==> src/rtl/shift_seq_ctrl_if.sv <==
// Command/result bundle between execute control and the serial shift sequencer.
// Signal suffixes are named from the sequencer's side of the link.
interface shift_seq_ctrl_if #(
    parameter int WIDTH = 16,
    parameter int SHW   = 4
);
    logic             start_i;
    logic [1:0]       op_i;
    logic [WIDTH-1:0] a_i;
    logic [SHW-1:0]   shift_amount_i;
    logic             abort_i;
    logic             busy_o;
    logic             done_o;
    logic [WIDTH-1:0] out_o;
    logic             carry_o;

    modport master (
        output start_i, op_i, a_i, shift_amount_i, abort_i,
        input  busy_o, done_o, out_o, carry_o
    );

    modport slave (
        input  start_i, op_i, a_i, shift_amount_i, abort_i,
        output busy_o, done_o, out_o, carry_o
    );
endinterface

==> src/rtl/shift_seq_ctrl.sv <==
// Serial shift sequencer: one bit position per clock, a stand-in for a barrel
// shifter on small builds. Result and last shifted-out bit are held until the next accepted start.
//
// state   | meaning
// S_IDLE  | waiting for start; out/carry hold the previous result
// S_SHIFT | stepping the shift register, busy high
// S_DONE  | one-cycle done pulse; a new start is accepted here too
module shift_seq_ctrl #(
    parameter int WIDTH = 16,
    parameter int SHW   = 4
) (
    input  logic           clk,
    input  logic           rst_n,
    shift_seq_ctrl_if.slave bus
);
    typedef enum logic [1:0] {S_IDLE, S_SHIFT, S_DONE} state_e;
    typedef enum logic [1:0] {OP_SLL, OP_SRL, OP_SRA, OP_ROL} op_e;

    state_e           state_q;
    op_e              op_q;
    logic [WIDTH-1:0] sreg_q;
    logic [SHW-1:0]   count_q;
    logic             carry_q;
    logic             busy_q;
    logic             done_q;

    logic [WIDTH-1:0] shift_d;
    logic             carry_d;

    always_comb begin
        shift_d = sreg_q;
        carry_d = carry_q;
        case (op_q)
            OP_SLL: begin
                shift_d = {sreg_q[WIDTH-2:0], 1'b0};
                carry_d = sreg_q[WIDTH-1];
            end
            OP_SRL: begin
                shift_d = {1'b0, sreg_q[WIDTH-1:1]};
                carry_d = sreg_q[0];
            end
            OP_SRA: begin
                shift_d = {sreg_q[WIDTH-1], sreg_q[WIDTH-1:1]};
                carry_d = sreg_q[0];
            end
            OP_ROL: begin
                shift_d = {sreg_q[WIDTH-2:0], sreg_q[WIDTH-1]};
                carry_d = sreg_q[WIDTH-1];
            end
            default: ;
        endcase
    end

    always_ff @(posedge clk or negedge rst_n) begin
        if (!rst_n) begin
            state_q <= S_IDLE;
            op_q    <= OP_SLL;
            sreg_q  <= '0;
            count_q <= '0;
            carry_q <= 1'b0;
            busy_q  <= 1'b0;
            done_q  <= 1'b0;
        end else begin
            case (state_q)
                S_SHIFT: begin
                    // abort outranks the last shift; partial out/carry are left as-is
                    if (bus.abort_i) begin
                        state_q <= S_IDLE;
                        busy_q  <= 1'b0;
                    end else begin
                        sreg_q  <= shift_d;
                        carry_q <= carry_d;
                        count_q <= count_q - SHW'(1);
                        if (count_q == SHW'(1)) begin
                            state_q <= S_DONE;
                            busy_q  <= 1'b0;
                            done_q  <= 1'b1;
                        end
                    end
                end
                default: begin
                    if (bus.start_i) begin
                        op_q    <= op_e'(bus.op_i);
                        sreg_q  <= bus.a_i;
                        count_q <= bus.shift_amount_i;
                        carry_q <= 1'b0;
                        if (bus.shift_amount_i != '0) begin
                            state_q <= S_SHIFT;
                            busy_q  <= 1'b1;
                            done_q  <= 1'b0;
                        end else begin
                            state_q <= S_DONE;
                            busy_q  <= 1'b0;
                            done_q  <= 1'b1;
                        end
                    end else begin
                        state_q <= S_IDLE;
                        done_q  <= 1'b0;
                    end
                end
            endcase
        end
    end

    assign bus.busy_o  = busy_q;
    assign bus.done_o  = done_q;
    assign bus.out_o   = sreg_q;
    assign bus.carry_o = carry_q;
endmodule

==> src/flat_wrapper.sv <==
// flat-port wrapper written by rule: the top's interface ports become plain ports
module shift_seq_ctrl_flat 
#(
    parameter int WIDTH = 16,
    parameter int SHW   = 4
)
  (clk, rst_n, bus_start_i, bus_op_i, bus_a_i, bus_shift_amount_i, bus_abort_i, bus_busy_o, bus_done_o, bus_out_o, bus_carry_o);
  shift_seq_ctrl_if #(.WIDTH(WIDTH), .SHW(SHW)) bus_i ();
  input  logic clk;
  input  logic rst_n;
  input wire logic [$bits(bus_i.start_i)-1:0] bus_start_i;
  input wire logic [$bits(bus_i.op_i)-1:0] bus_op_i;
  input wire logic [$bits(bus_i.a_i)-1:0] bus_a_i;
  input wire logic [$bits(bus_i.shift_amount_i)-1:0] bus_shift_amount_i;
  input wire logic [$bits(bus_i.abort_i)-1:0] bus_abort_i;
  output wire logic [$bits(bus_i.busy_o)-1:0] bus_busy_o;
  output wire logic [$bits(bus_i.done_o)-1:0] bus_done_o;
  output wire logic [$bits(bus_i.out_o)-1:0] bus_out_o;
  output wire logic [$bits(bus_i.carry_o)-1:0] bus_carry_o;
  assign bus_i.start_i = bus_start_i;
  assign bus_i.op_i = bus_op_i;
  assign bus_i.a_i = bus_a_i;
  assign bus_i.shift_amount_i = bus_shift_amount_i;
  assign bus_i.abort_i = bus_abort_i;
  assign bus_busy_o = bus_i.busy_o;
  assign bus_done_o = bus_i.done_o;
  assign bus_out_o = bus_i.out_o;
  assign bus_carry_o = bus_i.carry_o;
  shift_seq_ctrl #(.WIDTH(WIDTH), .SHW(SHW)) u_core (.clk(clk), .rst_n(rst_n), .bus(bus_i));
endmodule
==> config.mk <==
export PLATFORM = sky130hd
export DESIGN_NAME = shift_seq_ctrl_flat
export DESIGN_NICKNAME = d
export VERILOG_FILES = /design/src/rtl/shift_seq_ctrl_if.sv /design/src/rtl/shift_seq_ctrl.sv /design/src/flat_wrapper.sv
export SDC_FILE = /design/constraint.sdc
export NUM_CORES = 1
export LEC_CHECK = 0
export BUFFER_PORTS_ARGS = -buffer_cell sky130_fd_sc_hd__buf_2
export CAP_MARGIN = 20
export CELL_PAD_IN_SITES_DETAIL_PLACEMENT = 1
export CELL_PAD_IN_SITES_GLOBAL_PLACEMENT = 2
export CORE_MARGIN = 2
export CORE_UTILIZATION = 29
export CTS_CLUSTER_SIZE = 8
export DETAILED_ROUTE_END_ITERATION = 10
export PLACE_DENSITY = 0.88
export RECOVER_POWER = 50
export SETUP_SLACK_MARGIN = 0.3
export SLEW_MARGIN = 10
export SYNTH_ARGS = -nofsm -noshare
export SYNTH_HDL_FRONTEND = slang
export SYNTH_SLANG_ARGS = --single-unit
==> constraint.sdc <==
create_clock -name clk -period 2.08 [get_ports clk]
set_clock_uncertainty 0.1 [all_clocks]
set_input_delay 0.312 -clock clk [delete_from_list [all_inputs] [get_ports clk]]
set_output_delay 0.312 -clock clk [all_outputs]
set_load 0.01 [all_outputs]
# == Word-level counts from Yosys, hierarchy flattened ==
# Cells that the tools add are included.
# W data, S select, Z words.
# totals
ff_bits,27
input_bits,26
# op_classes
n_addsub,1
n_eq_ne,9
muxes,26
bitwise_logic,1
reduce_logical,10
# ops
cell,count
$pmux W16 S4,1
$mux W16,3
$mux W1,13
$mux W4,3
$mux W2,5
$reduce_and A2 Y1,4
$eq A2 B1 Y1 const B,2
$eq A2 B2 Y1 const B,2
$eq A4 B1 Y1 const B,1
$ne A2 B2 Y1 const B,2
$reduce_bool A4 Y1,1
$reduce_or A2 Y1,2
$sub A4 B1 Y4 const B,1
$ne A3 B2 Y1 const B,1
$reduce_and A3 Y1,1
$logic_not A2 Y1,1
$ne A2 B1 Y1 const B,1
$pmux W1 S2,1
$reduce_bool A2 Y1,1
$not A1 Y1,1

# == Longest topological paths before layout ==
# Gate-level depths: netlist of run 1.
# logic_depth
word_depth,5
mapped_depth,6
mapped_depth_nobuf,6

# == Least setup slack after synthesis of run 1 ==
# OpenSTA, ideal clock, no wires.
# synth_timing
path_type,reg-to-reg
startpoint,register u_core.op_q[0]
endpoint,register u_core.sreg_q[14] (netlist: u_core.bus.out_o[14])
t_arrival_ns,1.403
required_time_ns,1.850
slack_ns,0.446
path_stages_with_launch,7
synth_period_minus_slack_ns,1.634
path_cell_list,dfrtp_1 > inv_1 > ha_1 > or2_1 > and2_4 > a222oi_1 > a21oi_1
# synth_via
elab_chain_len,4
word_cells_on_any_way,7
cone_classes,eq/ne: 3; mux: 3; reduce/logical: 1
# synth_rtl
element,line,source
from (decl),shift_seq_ctrl.sv:20,op_e op_q;
from (signal assigned),shift_seq_ctrl.sv:83,op_q <= op_e'(bus.op_i);
$eq A2 B2 Y1 (tied with other cells),shift_seq_ctrl.sv:33,case (op_q)
$pmux W16 S4 (*),shift_seq_ctrl.sv:33,
$mux W16 (*),shift_seq_ctrl.sv:67,if (bus.abort_i) begin
$mux W16 (*),shift_seq_ctrl.sv:64,case (state_q)
to (signal assigned),shift_seq_ctrl.sv:71,sreg_q <= shift_d;
to (signal assigned),shift_seq_ctrl.sv:84,sreg_q <= bus.a_i;
to (decl),shift_seq_ctrl.sv:21,logic [WIDTH-1:0] sreg_q;
# Every way passes the cells marked *; elsewhere a longest branch is shown, timed or not. The select of a mux whose other input is x is not followed.
# A chain may end at the register's enable or synchronous reset.

# == Worst setup path after layout of run 1 ==
# layout_timing
startpoint,register u_core.op_q[1]
endpoint,register u_core.sreg_q[14] (netlist: u_core.bus.out_o[14])
# The elaborated chain is that of the path after synthesis.

==> impl_results.md, run 1 <==
* Max VDD drop at slightly above 600 µV
* Crit-path max cell delay at ~0.43 ns
* Final HPWL DP at ~3300 µm
* Ant. Diodes at 0
* Crit Path Class: reg2reg
* GR Util All Layers at approximately 17%
* DRT Pass-1 Iters at 4
* Die Width at 75.7 µm
* Fmax at around 580 MHz
* Net Count, Synth at between 150 and 200
* CTS clk-pin slew, worst paths at around 0.11 ns
* Clk root buf: clkbuf_8
* Slew headroom at between 50% and 60%
* Via Count at 1,433
* Port bufs at 44
* Crit path max-delay family: compound AO/OA/AOI/OAI gates
* DRC Markers at 0
* ANT nets after route at 0
* Slew Limit Fails at 0
* Setup TNS at 0 ns
* Predominant post-synthesis flop cell: dfrtp_1
* Distinct cell type count after synthesis at 38
* # nets final at around 240
* Worst slew pin tran at about 0.72 ns
* Initial antenna violation count at 0
* CP required at between 2 and 2.5 ns
* CP startpoint kind: flip-flop
* Outcome: finished, final reports clean
* Final std cells w/o fill at between 200 and 300
* First-pass GRT wire length at about 7000 µm
* Buf/Inv on CP at 1
* Sequential share of the synthesized area at 45.3%
* Layout cells sized above 1 at 33.2%
* GRT Residual Overflow at 0
* Sequential share of power at a little under two fifths
* Placer Congestion at around 0.73
* CTS sink cnt at 27
* Syn Std Cell Area at 0.00149 mm²
* Final setup vio count at 0
* Clock power frac at 11.4%
* Synth Warn # at 0
* # rows at 26
* Total Die Area at ~0.0057 mm²
* Worst Hold Class: in2reg
* Largest net degree at the start of global routing at 28
* Syn avg cell area at 9.68 µm²
* Flops & latches, synth at 27
* Ys async rst share at between 90% and 100%
* Crit-path cells: inv_2 > ha_1 > o21ba_4 > and2_4 > a222oi_1 > a21oi_1
* Routed wire per std cell at about 17 µm
* Total Power at roughly 2.8 mW
* Top Ports at 45
* Crit-path slowest cell: dfrtp_2
* Pint at around 1.6 mW
* Inst Count DP at between 200 and 300
* R2R Setup Slk at between 0.3 and 0.4 ns
* Number of global-route vias before repair at ~1,500
* Logic gate share of total power at between 50 and 60%
* Die Y at roughly 76 µm
* Fin crit period at between 1.5 and 2 ns
* CTS Buf Count at 3
* Arrival @ worst endpoint at 1.80 ns
* Maxcap violations at 0
* Leak Pwr at between 0.8 and 0.9 nW
* Switching power at about 1.2 mW
* Detailed Route Iter0 Violations at 86
* Maximum clock path buffer count at 2
* Fin util at 38.1%
* CP Capture Type: flip-flop
* Initial Util at between 20% and 30%
* Net Sw Frac at between 40% and 50%
* EDFF count, synth at 0
* Core area at 0.00504 mm²
* Via/cell ratio at about 5.3
* PwrDens at around 1500 mW/mm²
* Final wirelength at 4520 µm
* H-tree Lvls at 1
* RSZ-0062 raised after global routing: true
* CTS tree: done
* Final period util at 83.0%
* Mapped Cells at approximately 150
* Endpoints failing hold at 0
* Area Overhead vs Synth at 28.8%
* Later-pin clock latency in the skew report at between 0.2 and 0.3 ns
* Crit path max fanout at 5
## timing repair
| item | CTS | global route |
|---|---|---|
| endpoints found under the hold margin | 27 | 0 |
| setup buffers | 2 | 1 |
| hold buffers | 1 | 0 |
| gates resized for setup | 5 | 12 |
| pin swaps | 3 | 9 |
| endpoints found under the setup margin | 6 | 11 |
## cell usage after synthesis (2+ instances only)
cell	instances	area (µm²)
o21ai_1	2	10.0
o21ai_0	24	120
ha_1	6	75.1
nand2_1	16	60.1
a21oi_1	6	30.0
mux2_2	4	45.0
nand3_1	5	25.0
buf_2	4	20.0
a221oi_1	10	87.6
nor2b_1	2	12.5
nand2b_1	2	12.5
nor4_1	2	12.5
a22o_1	2	17.5
a222oi_1	4	40.0
buf_4	3	22.5
inv_1	4	15.0
clkbuf_1	2	7.51
dfrtp_1	27	676
nor2_1	10	37.5
## cells in the final DEF, fill, tap and decap left out, types with 3 or more instances in the layout
master / instances
a222oi_1: 4
buf_4: 8
dfrtp_1: 26
buf_2: 34
nor2_1: 10
ha_1: 3
nand2_1: 16
o21ai_0: 21
o21ai_1: 5
a221oi_1: 8
nand3_1: 5
clkbuf_1: 10
clkbuf_8: 3
mux2_2: 4
a21oi_1: 6
## flip-flops by register name (all words and copies together) (netlist names)
| signal | flops |
|---|---|
| u_core.bus.busy_o | 1 |
| u_core.bus.carry_o | 1 |
| u_core.bus.done_o | 1 |
| u_core.bus.out_o | 16 |
| u_core.count_q | 4 |
| u_core.op_q | 2 |
| u_core.state_q | 2 |
## logic make-up after synthesis
logic type / synth area share (%)
AOI/OAI and AO/OA: 27.6
DFF: 45.3
muxes: 3.02
and+or+nand+nor: 13.9
buffers and inverters: 5.12
adders and majority gates: 5.04
## cell type report
cell class,instances,area [µm²]
Tap cell,70,87.6
Timing Repair Buffer,54,299
Sequential cell,27,677
Inverter,4,15.0
Multi-Input combinational cell,113,796
Clock buffer,4,45.0
Fill cell,598,3120
## through the flow
stage,cell area [µm²],setup WS [ns],hold slack (ns)
finish,1920,0.355,0.159
global route,1920,0.253,0.155
CTS,1880,0.301,0.169
detailed placement,1780,0.223,0.276
global placement,1780,0.307,0.274
floorplan,1490,0.446,-0.0836
## per-layer routing
metal	vias up	GRT usage (%)	part of all wire [%]
met5	-	0	0
met2	34	27.1	48
li1	672	-	-
met4	0	7.41	1.9
met3	7	1.85	3.7
met1	720	23.3	47
## final timing paths
path | from | endpoint | depth (start not counted)
max | u_core.op_q[1] | u_core.bus.out_o[14] | 6
max reg2reg | u_core.op_q[1] | u_core.bus.out_o[14] | 6
min | bus_op_i[1] | u_core.op_q[1] | 2
min in group asynchronous | rst_n | u_core.bus.out_o[14] | 2
max in group asynchronous | rst_n | u_core.op_q[1] | 2
min reg2reg | u_core.bus.busy_o | u_core.bus.busy_o | 2
## power groups by stage
stage          combinational (mW)  sequential [mW]  clock (mW)
2_1_floorplan               0.789             1.05           0
3_3_place_gp                 1.25             1.04           0
3_5_place_dp                 1.28             1.05           0
4_1_cts                      1.39             1.04       0.319
5_1_grt                      1.62             1.10       0.341
6_report                     1.45             1.06       0.322
(Power assumes the default switching activity.)
==> run 2, diff against run 1 <==
--- a/config.mk
+++ b/config.mk
@@ -5,6 +5,7 @@
 export SDC_FILE = /design/constraint.sdc
 export NUM_CORES = 1
 export LEC_CHECK = 0
+export ABC_AREA = 1
 export BUFFER_PORTS_ARGS = -buffer_cell sky130_fd_sc_hd__buf_2
 export CAP_MARGIN = 20
 export CELL_PAD_IN_SITES_DETAIL_PLACEMENT = 1
@@ -13,7 +14,7 @@
 export CORE_UTILIZATION = 29
 export CTS_CLUSTER_SIZE = 8
 export DETAILED_ROUTE_END_ITERATION = 10
-export PLACE_DENSITY = 0.88
+export PLACE_DENSITY = 0.92
 export RECOVER_POWER = 50
 export SETUP_SLACK_MARGIN = 0.3
 export SLEW_MARGIN = 10
==> constraint.sdc (replaced) <==
create_clock -name clk -period 1.6 [get_ports clk]
set_clock_uncertainty 0.1 [all_clocks]
set_input_delay 0.24 -clock clk [delete_from_list [all_inputs] [get_ports clk]]
set_output_delay 0.24 -clock clk [all_outputs]
set_load 0.01 [all_outputs]
==> run 2 against run 1 <==
Compared with the run above: non-clock buffer count is 9 higher; total power grew 110%; register-to-register slack worse by 0.20 ns; sequential share of layout area is 9.6 points lower; final cell count increased by 44%; critical path depth up 2; sequential cell count did not move; sequential power is 42% higher; global-route usage is 1.9 points higher; first-iteration DRC count decreased by 5.8%; critical endpoint is now u_core.bus.out_o[11]; area after synthesis grew 19%; fmax up 20%; largest power group unchanged.
==> impl_results.md, run 2 <==
* Outcome: finished, final reports clean
* Net Sw Frac at between 50 and 60%
* Initial Util at about 30%
* R2R Setup Slk at ~0.16 ns
* GRT Residual Overflow at 0
* Crit Path Class: reg2reg
* Inst Count DP at 366
* Net Count, Synth at roughly 280
* ANT nets after route at 0
* Die Width at between 80 and 90 µm
* Clk root buf: clkbuf_8
* Pre-CTS setup slack at roughly 0.14 ns
* CP startpoint kind: flip-flop
* Top cells by count, synth: nand2_1 (96), nand3_1 (37), inv_1 (28), dfrtp_1 (27), o21ai_0 (19)
* Logic gate share of total power at about two thirds
* Most frequent cell after synthesis: nand2_1
* Distinct cell type count after synthesis at 23
* Syn Std Cell Area at roughly 0.0018 mm²
* Crit-path cells: buf_4 > ha_4 > inv_4 > nand2_4 > nand3_1 > nand3_1 > nand2_1 > nand2_1
* Pint at about 2.8 mW
* Endpoints failing hold at 0
* Sequential share of power at 25.8%
* EDFF count, synth at 0
* PwrDens at roughly 2200 mW/mm²
* RSZ-0062 raised after global routing: true
* Final hold slack at about 0.089 ns
* Later-pin clock latency in the skew report at ~0.28 ns
* Arrival @ worst endpoint at ~1.5 ns
* Total Power at ~6 mW
* Commonest non-fill, non-tap cells in the layout: nand2_1 (80), buf_2 (36), dfrtp_1 (24)
* Final std cells w/o fill at 391
* Die Y at ~82 µm
* Max VDD drop at 642 µV
* DRT Pass-1 Iters at 4
* # rows at 28
* PnR worst setup slack at 0.156 ns
* First-pass GRT wire length at roughly 9700 µm
* DRC Markers at 0
* Max FFs per register at 16
* Slew Limit Fails at 0
* Crit-path slowest cell: dfrtp_1
* # nets final at approximately 350
* CTS tree: done
* Worst reg2reg path depth at 8
* Fmax at 693 MHz
* Dominant cell type by area after synthesis: dfrtp_1
* FF-to-FF End: u_core.bus.out_o[11]
* H-tree Lvls at 1
* Ant. Diodes at 0
* Fin util at ~45%
* Fin crit period at 1.44 ns
* Syn avg cell area at about 7.1 µm²
* CP required at roughly 1.7 ns
* Slew headroom at between 70% and 80%
* CTS Buf Count at 3
* Hold Crit Start: bus_op_i[0]
* Worst slew pin tran at just over 0.4 ns
* Layout cells sized above 1 at between 40 and 50%
* Final wirelength at roughly 6700 µm
* Detailed Route Iter0 Violations at about 80
* Mapped Cells at approximately 250
* Predominant post-synthesis flop cell: dfrtp_1
* Flops & latches, synth at 27
* Via Count at 1,953
* Leak Pwr at roughly 1.3 nW
* Synth top area cells: dfrtp_1 (38%), nand2_1 (20%), nand3_1 (10%), inv_1 (5.9%), o21ai_0 (5.4%)
* Fill count at around 740
* Port bufs at 44
* Setup TNS at 0 ns
* Synth Warn # at 0
* Maxcap violations at 0
* FF-to-FF Start: u_core.op_q[1]
* Clock power frac at a little over 7%
* CP Capture Type: flip-flop
* Placer Congestion at about 0.86
* Final setup vio count at 0
* Final period util at around nine tenths
* Total Die Area at around 0.0068 mm²
* Core area at a little under 0.006 mm²
* Worst Hold Depth at 3
* CTS sink cnt at 27
* Area Overhead vs Synth at 49.3%
* Post-DP Area at around 0.0021 mm²
* GR Util All Layers at 18.9%
* Sequential share of the synthesized area at between 30% and 40%
* CTS clk-pin slew, worst paths at roughly 0.10 ns
* Ys async rst share at 100%
* Initial antenna violation count at 0
* Via/cell ratio at approximately 5
* Switching power at around 3.0 mW
* Synth top area share at between 30% and 40%
* Top Ports at 45
* Final Cell Area at between 0.002 and 0.003 mm²
* Final HPWL DP at between 3000 and 4000 µm
* Maximum clock path buffer count at 2
* Crit-path max cell delay at about 0.43 ns
* Routed wire per std cell at ~17 µm
* Number of global-route vias before repair at 1,933
* Most common cell after layout, fill and taps aside: nand2_1
* Worst Hold Class: in2reg
* Hold Crit Endpoint: u_core.op_q[0]
* Crit path max fanout at 7
* Largest net degree at the start of global routing at 26
==> run 2: cell count changes after synthesis, moves of 4 or more <==
cell,change
a221oi_1,-10
a222oi_1,-4
inv_1,+24
mux2_2,-4
nand2_1,+80
nand2_2,+4
nand3_1,+32
o21ai_0,-5
==> run 2: power by group through the flow <==
| stage | registers [mW] | clock network [mW] | logic, mW |
|---|---|---|---|
| 4_1_cts | 1.43 | 0.432 | 3.10 |
| 5_1_grt | 1.56 | 0.460 | 4.29 |
| 3_3_place_gp | 1.40 | 0 | 2.48 |
| 6_report | 1.51 | 0.420 | 3.91 |
| 3_5_place_dp | 1.42 | 0 | 2.56 |
| 2_1_floorplan | 1.43 | 0 | 1.82 |
==> run 2: per-layer routing <==
layer / part of all wire (%) / GRT usage [%]
met5: 0 / 0
met4: 3.4 / 8.50
met3: 3.6 / 2.07
met2: 50 / 31.2
met1: 43 / 24.7
==> run 2: final cells by class <==
type	instances	area (µm²)	area share [%]
timing repair buffer	63	460	17.4
multi-input combinational	188	1200	45.3
tap	75	93.8	3.54
inverter	31	151	5.71
clock buffer	4	45.0	1.70
sequential	27	679	25.6
timing repair inverter	3	21.3	0.802
==> run 2: worst max-delay path by stage <==
stage	startpoint	end	cells past startpoint
floorplan	u_core.op_q[0]	u_core.bus.out_o[7]	9
global placement	u_core.op_q[0]	u_core.bus.out_o[14]	8
detailed placement	u_core.op_q[0]	u_core.bus.out_o[14]	8
CTS	u_core.op_q[0]	u_core.bus.out_o[14]	8
global route	u_core.state_q[0]	u_core.bus.out_o[15]	7
finish	u_core.op_q[1]	u_core.bus.out_o[11]	8
==> run 2: cells by family after synthesis <==
kind of cell               count (synthesis)  synth area share, %
AOI/OAI and AO/OA                         25                 7.26
and+or+nand+nor                          154                 39.6
DFF                                       27                 38.1
adders and majority gates                  6                 4.23
buffers and inverters                     39                 10.9
==> run 2: what timing repair did <==
item / in CTS / in global routing
cloned: 6 / 3
endpoints found under the setup margin: 25 / 26
resized for setup: 23 / 61
pin swaps: 4 / 20
endpoints found under the hold margin: 13 / 0
hold buffers: 1 / 0
buffers inserted: 6 / 5
==> run 2: worst max-delay path: cells and delay by family (launching register included) <==
| family | cells | cell delay [ns] |
|---|---|---|
| AND/OR/NAND/NOR | 5 | 0.41 |
| buffers and inverters | 2 | 0.24 |
| adder cells (fa/ha/maj) | 1 | 0.17 |
| flip-flops | 1 | 0.43 |
